File: src/rtl/grid_draw_scheduler.sv
// grid_draw_scheduler
// Rebuilds the 40x30 cell bitmap once per game tick. The back buffer is
// cleared, every snake segment is drawn, then the food cell. The buffers swap
// only during vblank, so the pixel driver never shows a partial frame.
// The write port follows the current FSM cycle. Segment coordinates arrive one
// cycle after seg_rd_idx and are written in that same cycle.
module grid_draw_scheduler #(
  parameter int GRID_COLS = 40,
  parameter int GRID_ROWS = 30,
  parameter int MAX_SEGS  = 15
) (
  input  logic        clk_74a,
  input  logic        reset_n,
  input  logic        frame_req,
  input  logic [5:0]  seg_count,
  output logic [3:0]  seg_rd_idx,
  input  logic [5:0]  seg_x,
  input  logic [5:0]  seg_y,
  input  logic        food_valid,
  input  logic [5:0]  food_x,
  input  logic [5:0]  food_y,
  input  logic        vblank,
  output logic        wr_en,
  output logic [11:0] wr_addr,
  output logic        wr_data,
  output logic        buf_sel,
  output logic        busy,
  output logic        done,
  output logic        oob_err,
  output logic        req_dropped
);

  localparam logic [5:0]  COLS_L    = 6'(GRID_COLS);
  localparam logic [5:0]  ROWS_L    = 6'(GRID_ROWS);
  localparam logic [10:0] LAST_CELL = 11'(GRID_COLS * GRID_ROWS - 1);
  localparam logic [3:0]  MAX_N     = 4'(MAX_SEGS);

  typedef enum logic [2:0] {
    S_IDLE,
    S_CLEAR,
    S_DRAW,
    S_FOOD,
    S_WAIT_VB,
    S_SWAP
  } state_t;

  state_t      state_q;
  logic [10:0] cnt_q;
  logic [3:0]  idx_q;
  logic [3:0]  n_q;
  logic        food_v_q;
  logic [5:0]  food_x_q;
  logic [5:0]  food_y_q;
  logic        pending_q;
  logic        dropped_q;
  logic        busy_q;
  logic        done_q;
  logic        buf_q;
  logic        oob_q;

  logic [3:0]  n_d;
  logic [10:0] seg_cell_d;
  logic        seg_ok_d;
  logic [10:0] food_cell_d;
  logic        food_ok_d;
  logic        accept_d;
  logic        pending_d;
  logic        dropped_d;

  // The row stride of 40 is built from two shifts: y*32 + y*8 + x.
  function automatic logic [10:0] cell_of(input logic [5:0] x, input logic [5:0] y);
    logic [10:0] yw;
    yw = {5'd0, y};
    cell_of = (yw << 5) + (yw << 3) + {5'd0, x};
  endfunction

  function automatic logic in_grid(input logic [5:0] x, input logic [5:0] y);
    in_grid = (x < COLS_L) && (y < ROWS_L);
  endfunction

  // This block covers the segment clamp, the cell addresses and the request
  // bookkeeping for the pending and dropped flags.
  always_comb begin
    n_d         = (seg_count > {2'b00, MAX_N}) ? MAX_N : seg_count[3:0];
    seg_cell_d  = cell_of(seg_x, seg_y);
    seg_ok_d    = in_grid(seg_x, seg_y);
    food_cell_d = cell_of(food_x_q, food_y_q);
    food_ok_d   = in_grid(food_x_q, food_y_q);
    accept_d    = ((state_q == S_IDLE) || (state_q == S_SWAP)) && (frame_req || pending_q);
    pending_d   = pending_q;
    dropped_d   = dropped_q;
    if (accept_d) begin
      // A request that arrives together with SWAP while one is already queued becomes the next pending one.
      pending_d = (state_q == S_SWAP) && pending_q && frame_req;
    end else if (frame_req && busy_q) begin
      if (pending_q) begin
        dropped_d = 1'b1;
      end else begin
        pending_d = 1'b1;
      end
    end
  end

  // The write port comes from the current state. An out-of-range cell still
  // uses its slot, but no write is issued for it.
  always_comb begin
    wr_en   = 1'b0;
    wr_data = 1'b0;
    wr_addr = 12'd0;
    case (state_q)
      S_CLEAR: begin
        wr_en   = 1'b1;
        wr_addr = {~buf_q, cnt_q};
      end
      S_DRAW: begin
        if ((cnt_q != 11'd0) && seg_ok_d) begin
          wr_en   = 1'b1;
          wr_data = 1'b1;
          wr_addr = {~buf_q, seg_cell_d};
        end
      end
      S_FOOD: begin
        if (food_ok_d) begin
          wr_en   = 1'b1;
          wr_data = 1'b1;
          wr_addr = {~buf_q, food_cell_d};
        end
      end
      default: begin
        wr_en = 1'b0;
      end
    endcase
  end

  // This is the sequencing FSM, together with its registered status outputs.
  always_ff @(posedge clk_74a or negedge reset_n) begin
    if (!reset_n) begin
      state_q   <= S_IDLE;
      cnt_q     <= 11'd0;
      idx_q     <= 4'd0;
      n_q       <= 4'd0;
      food_v_q  <= 1'b0;
      food_x_q  <= 6'd0;
      food_y_q  <= 6'd0;
      pending_q <= 1'b0;
      dropped_q <= 1'b0;
      busy_q    <= 1'b0;
      done_q    <= 1'b0;
      buf_q     <= 1'b0;
      oob_q     <= 1'b0;
    end else begin
      done_q    <= 1'b0;
      pending_q <= pending_d;
      dropped_q <= dropped_d;
      if (accept_d) begin
        n_q      <= n_d;
        food_v_q <= food_valid;
        food_x_q <= food_x;
        food_y_q <= food_y;
        busy_q   <= 1'b1;
        cnt_q    <= 11'd0;
      end
      case (state_q)
        S_IDLE: begin
          if (accept_d) begin
            state_q <= S_CLEAR;
          end
        end
        S_CLEAR: begin
          if (cnt_q == LAST_CELL) begin
            cnt_q <= 11'd0;
            idx_q <= 4'd0;
            if (n_q != 4'd0) begin
              state_q <= S_DRAW;
            end else if (food_v_q) begin
              state_q <= S_FOOD;
            end else begin
              state_q <= S_WAIT_VB;
            end
          end else begin
            cnt_q <= cnt_q + 11'd1;
          end
        end
        S_DRAW: begin
          // The read index leads the write slot by one cycle.
          if ((cnt_q != 11'd0) && !seg_ok_d) begin
            oob_q <= 1'b1;
          end
          if (cnt_q == {7'd0, n_q}) begin
            state_q <= food_v_q ? S_FOOD : S_WAIT_VB;
          end else begin
            cnt_q <= cnt_q + 11'd1;
            if ((cnt_q + 11'd1) < {7'd0, n_q}) begin
              idx_q <= idx_q + 4'd1;
            end
          end
        end
        S_FOOD: begin
          if (!food_ok_d) begin
            oob_q <= 1'b1;
          end
          state_q <= S_WAIT_VB;
        end
        S_WAIT_VB: begin
          if (vblank) begin
            state_q <= S_SWAP;
            buf_q   <= ~buf_q;
            done_q  <= 1'b1;
          end
        end
        S_SWAP: begin
          if (accept_d) begin
            state_q <= S_CLEAR;
          end else begin
            busy_q  <= 1'b0;
            state_q <= S_IDLE;
          end
        end
        default: begin
          state_q <= S_IDLE;
        end
      endcase
    end
  end

  assign seg_rd_idx  = idx_q;
  assign buf_sel     = buf_q;
  assign busy        = busy_q;
  assign done        = done_q;
  assign oob_err     = oob_q;
  assign req_dropped = dropped_q;

endmodule

File: config.mk
export PLATFORM = sky130hd
export DESIGN_NAME = grid_draw_scheduler
export DESIGN_NICKNAME = d
export VERILOG_FILES = /design/src/rtl/grid_draw_scheduler.sv
export SDC_FILE = /design/constraint.sdc
export NUM_CORES = 1
export LEC_CHECK = 0
export ABC_CLOCK_PERIOD_IN_PS = 4000
export CORE_ASPECT_RATIO = 1.5
export CORE_UTILIZATION = 34
export CTS_BUF_LIST = sky130_fd_sc_hd__clkbuf_16
export CTS_CLUSTER_SIZE = 12
export DETAILED_ROUTE_END_ITERATION = 16
export PLACE_DENSITY = 0.57
export SLEW_MARGIN = 10
export SYNTH_ARGS = -nofsm -noshare
export SYNTH_HDL_FRONTEND = slang
export SYNTH_SLANG_ARGS = --single-unit
File: constraint.sdc
create_clock -name clk_74a -period 4 [get_ports clk_74a]
set_input_delay 1 -clock clk_74a [delete_from_list [all_inputs] [get_ports clk_74a]]
set_output_delay 1 -clock clk_74a [all_outputs]
set_load 0.02 [all_outputs]
==> implementation parameters <==
Parameter                              Value

Critical path
  Worst path cell trace ... or4_4, or4_4, or4b_4, nor3b_4, buf_6, a222oi_1, inv_1, buf_6
  Critical-path maximum fanout ... 5
  Startpoint type of the worst setup path ... register
  Required time worst endpoint ... 3.00 ns
  Gate family responsible for the most delay along the worst path ... simple AND/OR/NAND/NOR gates
  Critical Setup Path Class ... reg -> out
  Worst path buffer plus inverter count ... 3
  CP max stage cell ... sky130_fd_sc_hd__or4_4
  Category of the worst setup path capture point ... output port
  Slowest cell delay on critical path ... 0.55 ns
  Critical path data arrival time ... around 3.1 ns

Power
  NetSw ... around 1.2 mW
  Tot Pwr ... approximately 2.8 mW
  Switching portion of total power ... a little over two fifths
  Areal power density over the cells ... between 600 and 700 nW/um2
  Sequential share of power ... roughly 25%
  Clock network fraction of design power ... roughly 14%
  Static leakage power ... 1.91 nW
  Cell Int Power ... 1.58 mW
  Peak VDD IR ... ~470 uV
  Combinational power share ... roughly three fifths

Floorplan
  Die Footprint ... approximately 9500 um2
  Number of standard-cell rows in the floorplan ... 42
  Initial Utilization ... 35.2%
  CORE AREA ... a little under 9000 um2
  Die height ... between 100 and 150 um
  Width of the die ... about 80 um
  I/O pin total ... just under 60

Placement
  Half-perimeter wire length of the detailed placement result ... roughly 6600 um
  Number of cells in the design after placement ... 516
  PortBufs ... 57
  Post-Place Setup Slack ... -0.875 ns
  Placer Congestion ... between 0.8 and 0.9

GRT
  Largest net degree at the start of global routing ... 42
  Total gr overflow ... 0
  Global router's overall resource usage ... just under 20%
  Initial antenna violation count ... 0
  First-pass GRT wire length ... around 14000 um
  Vias in the first global route ... about 2.9k

CTS
  Clock latency on the worst-skew pair ... roughly 0.29 ns
  Total clock buffers created by CTS ... 5
  Hold_buf cts ... 0
  Worst-case clock buffer depth ... 2
  Total clock sinks ... 41
  Clock Tree Root ... sky130_fd_sc_hd__clkbuf_16
  Clock slew at the register clock pins of the worst setup and hold paths ... around 0.060 ns
  TritonCTS clock tree ... done
  Htree depth ... 2

Finish
  Number of filler instances in the final layout ... roughly 860
  Non-filler cells, final ... around 530
  Final Net Count ... approximately 490
  Final Util ... between 40% and 50%
  Synth-to-layout area growth ... 38.0%
  Layout cells sized above 1 ... between 20% and 30%
  Antenna diode count ... 0

Synthesis
  Post-Synthesis Net Count ... approximately 400
  YS warnings ... 0
  Mapped Cells ... 334
  Cell variety after synth ... 57
  Area share of the largest cell type after synthesis ... between 30 and 40%
  Mapped Avg Cell Area ... 9.30 um2
  Number of synthesized flops with an enable pin ... 0
  Post-synthesis sequential element count ... 41
  Cell type with the largest total area after synthesis ... sky130_fd_sc_hd__dfrtp_1
  Netlist area before placement ... ~3100 um2
  Sequential cell area fraction in the yosys report ... between 30% and 40%
  Most common flop cell mapped by yosys ... sky130_fd_sc_hd__dfrtp_1
  Async set-reset flop share out of synthesis ... 100%
  Biggest area contributors in the synthesized netlist ... sky130_fd_sc_hd__dfrtp_1, sky130_fd_sc_hd__ha_1, sky130_fd_sc_hd__mux2_2, sky130_fd_sc_hd__o21ai_0, sky130_fd_sc_hd__inv_1

Routing
  Initial drt markers ... approximately 130
  Mean number of vias per cell ... 5.42
  Detailed-route via count ... approximately 2.9k
  Post-Route WL ... 8750 um
  Iteration count of the initial detailed-routing pass ... 4
  DRT antenna net count ... 0
  Average wire length per cell after detail routing ... 16.5 um
  Number of remaining DRC errors ... 0

STA
  Actual transition at the worst max-transition pin ... 0.956 ns
  Hold Vio Cnt, Final ... 0
  Endpoints failing setup ... 9
  Setup repair after global routing missed its margin ... yes
  Final-report max-slew violation count ... 0
  Final Skew ... 0.00502 ns
  Shortest period the worst path allows ... 4.06 ns
  Crit share post-route ... 102%
  Max-slew headroom ... between 30% and 40%
  FMAX ... ~250 MHz
  Setup WS post-layout ... -0.0634 ns
  Fin Setup TNS ... -0.367 ns

Worst hold path
  Hold WC Path Type ... reg -> reg

Run status
  Result of the run ... finished with violations
  Violated checks ... negative setup slack

Job
  Max capacitance violation total ... 0
synthesized netlist by cell type (7+ instances only):
library cell               number
sky130_fd_sc_hd__clkbuf_1      12
sky130_fd_sc_hd__inv_1         27
sky130_fd_sc_hd__a21o_1         7
sky130_fd_sc_hd__mux2_2        13
sky130_fd_sc_hd__nor2_1        15
sky130_fd_sc_hd__dfrtp_1       41
sky130_fd_sc_hd__nor2b_1        8
sky130_fd_sc_hd__o21ai_0       25
sky130_fd_sc_hd__nand2_1       19
sky130_fd_sc_hd__nand3_1       10
sky130_fd_sc_hd__xnor2_1        8
sky130_fd_sc_hd__a21oi_1       18
sky130_fd_sc_hd__ha_1          29
final cells by class:
class | instances | area (um2) | share of cell area (%)
Tap cell | 110 | 138 | 3.21
Clock buffer | 5 | 125 | 2.92
Multi-Input combinational cell | 251 | 2040 | 47.5
Inverter | 27 | 101 | 2.36
Sequential cell | 41 | 1030 | 23.9
Timing Repair Buffer | 94 | 846 | 19.7
Clock inverter | 3 | 12.5 | 0.292
state kept, by name, summed over array words and instances, names as in the netlist:
register and count:
pending_q 1, buf_sel 1, seg_rd_idx 4, food_v_q 1
busy 1, req_dropped 1, oob_err 1, food_y_q 6
state_q 3, done 1, n_q 4, cnt_q 11
food_x_q 6
routing by layer:
layer / up-vias / GRT usage, % / wire [um] / part of all wire [%]
met4: 0 / 10.0 / 268 / 3.1
met1: 1387 / 22.4 / 3610 / 41
met5: - / 0 / 0 / 0
met2: 76 / 34.0 / 4560 / 52
met3: 18 / 3.07 / 313 / 3.6
li1: 1397 / - / - / -
repair_timing:
action / 4_1_cts / 5_1_grt
setup buffers: 2 / 4
gates resized for setup: 101 / 30
cloned: 1 / 0
hold endpoints to repair: 0 / 0
endpoints found under the setup margin: 14 / 13
pin swaps: 21 / 10
metrics by stage:
step / hold WS, ns / instance area [um2]
final: 0.479 / 4290
after global routing: 0.512 / 4290
after CTS: 0.483 / 4160
after detailed placement: 0.462 / 3970
after global placement: 0.463 / 3970
after floorplan: 0.481 / 3110
worst register-to-register path, cell delays in order (launching register included):
cell and delay, ns:
sky130_fd_sc_hd__dfrtp_1 0.47, sky130_fd_sc_hd__ha_1 0.35, sky130_fd_sc_hd__xor2_1 0.18, sky130_fd_sc_hd__ha_1 0.24, sky130_fd_sc_hd__o21ai_0 0.15, sky130_fd_sc_hd__a21oi_1 0.07, sky130_fd_sc_hd__nor4b_1 0.26, sky130_fd_sc_hd__and4_1 0.36
sky130_fd_sc_hd__o21ai_0 0.22, sky130_fd_sc_hd__a22o_1 0.29
placed cells by master (no fill, tap or decap), types with 9 or more instances in the layout:
cell type,n
sky130_fd_sc_hd__buf_6,16
sky130_fd_sc_hd__ha_1,24
sky130_fd_sc_hd__dfrtp_1,41
sky130_fd_sc_hd__buf_4,33
sky130_fd_sc_hd__nand2_1,18
sky130_fd_sc_hd__clkdlybuf4s50_1,35
sky130_fd_sc_hd__inv_1,24
sky130_fd_sc_hd__mux2_2,13
sky130_fd_sc_hd__o21ai_0,23
sky130_fd_sc_hd__a21oi_1,16
sky130_fd_sc_hd__nor2_1,14
sky130_fd_sc_hd__nand3_1,9
cell families (layout without fill, tap and decap cells):
logic type | after synthesis | after routing | synth area share, %
AOI/OAI and AO/OA | 96 | 96 | 20.7
and+or+nand+nor | 92 | 92 | 16.8
buffers and inverters | 42 | 129 | 5.60
DFF | 41 | 41 | 33.0
adders and majority gates | 33 | 33 | 14.3
muxes | 16 | 16 | 5.68
xor gates and xnor gates | 14 | 14 | 3.95
worst paths after layout:
kind | endpoint | start | slack (ns) | cells after the start
worst max-delay path | wr_addr[1] | cnt_q[4]$_DFF_PN0_ | -0.06 | 8
max in group asynchronous | food_y_q[0]$_DFFE_PN0P_ | reset_n | 2.54 | 1
worst min register to register | req_dropped$_DFFE_PN0P_ | req_dropped$_DFFE_PN0P_ | 0.48 | 1
worst min-delay path | req_dropped$_DFFE_PN0P_ | req_dropped$_DFFE_PN0P_ | 0.48 | 1
min in group asynchronous | cnt_q[3]$_DFF_PN0_ | reset_n | 0.86 | 1
worst max register to register | seg_rd_idx[1]$_DFFE_PN0P_ | cnt_q[1]$_DFF_PN0_ | 1.29 | 9
power groups by stage:
stage	logic, mW	clock network, mW	registers [mW]
after floorplan	1.11	0	0.693
after global placement	1.64	0	0.697
after detailed placement	1.66	0	0.700
after CTS	1.68	0.403	0.694
after global routing	1.91	0.422	0.718
final	1.71	0.393	0.694
(Power assumes the default switching activity.)
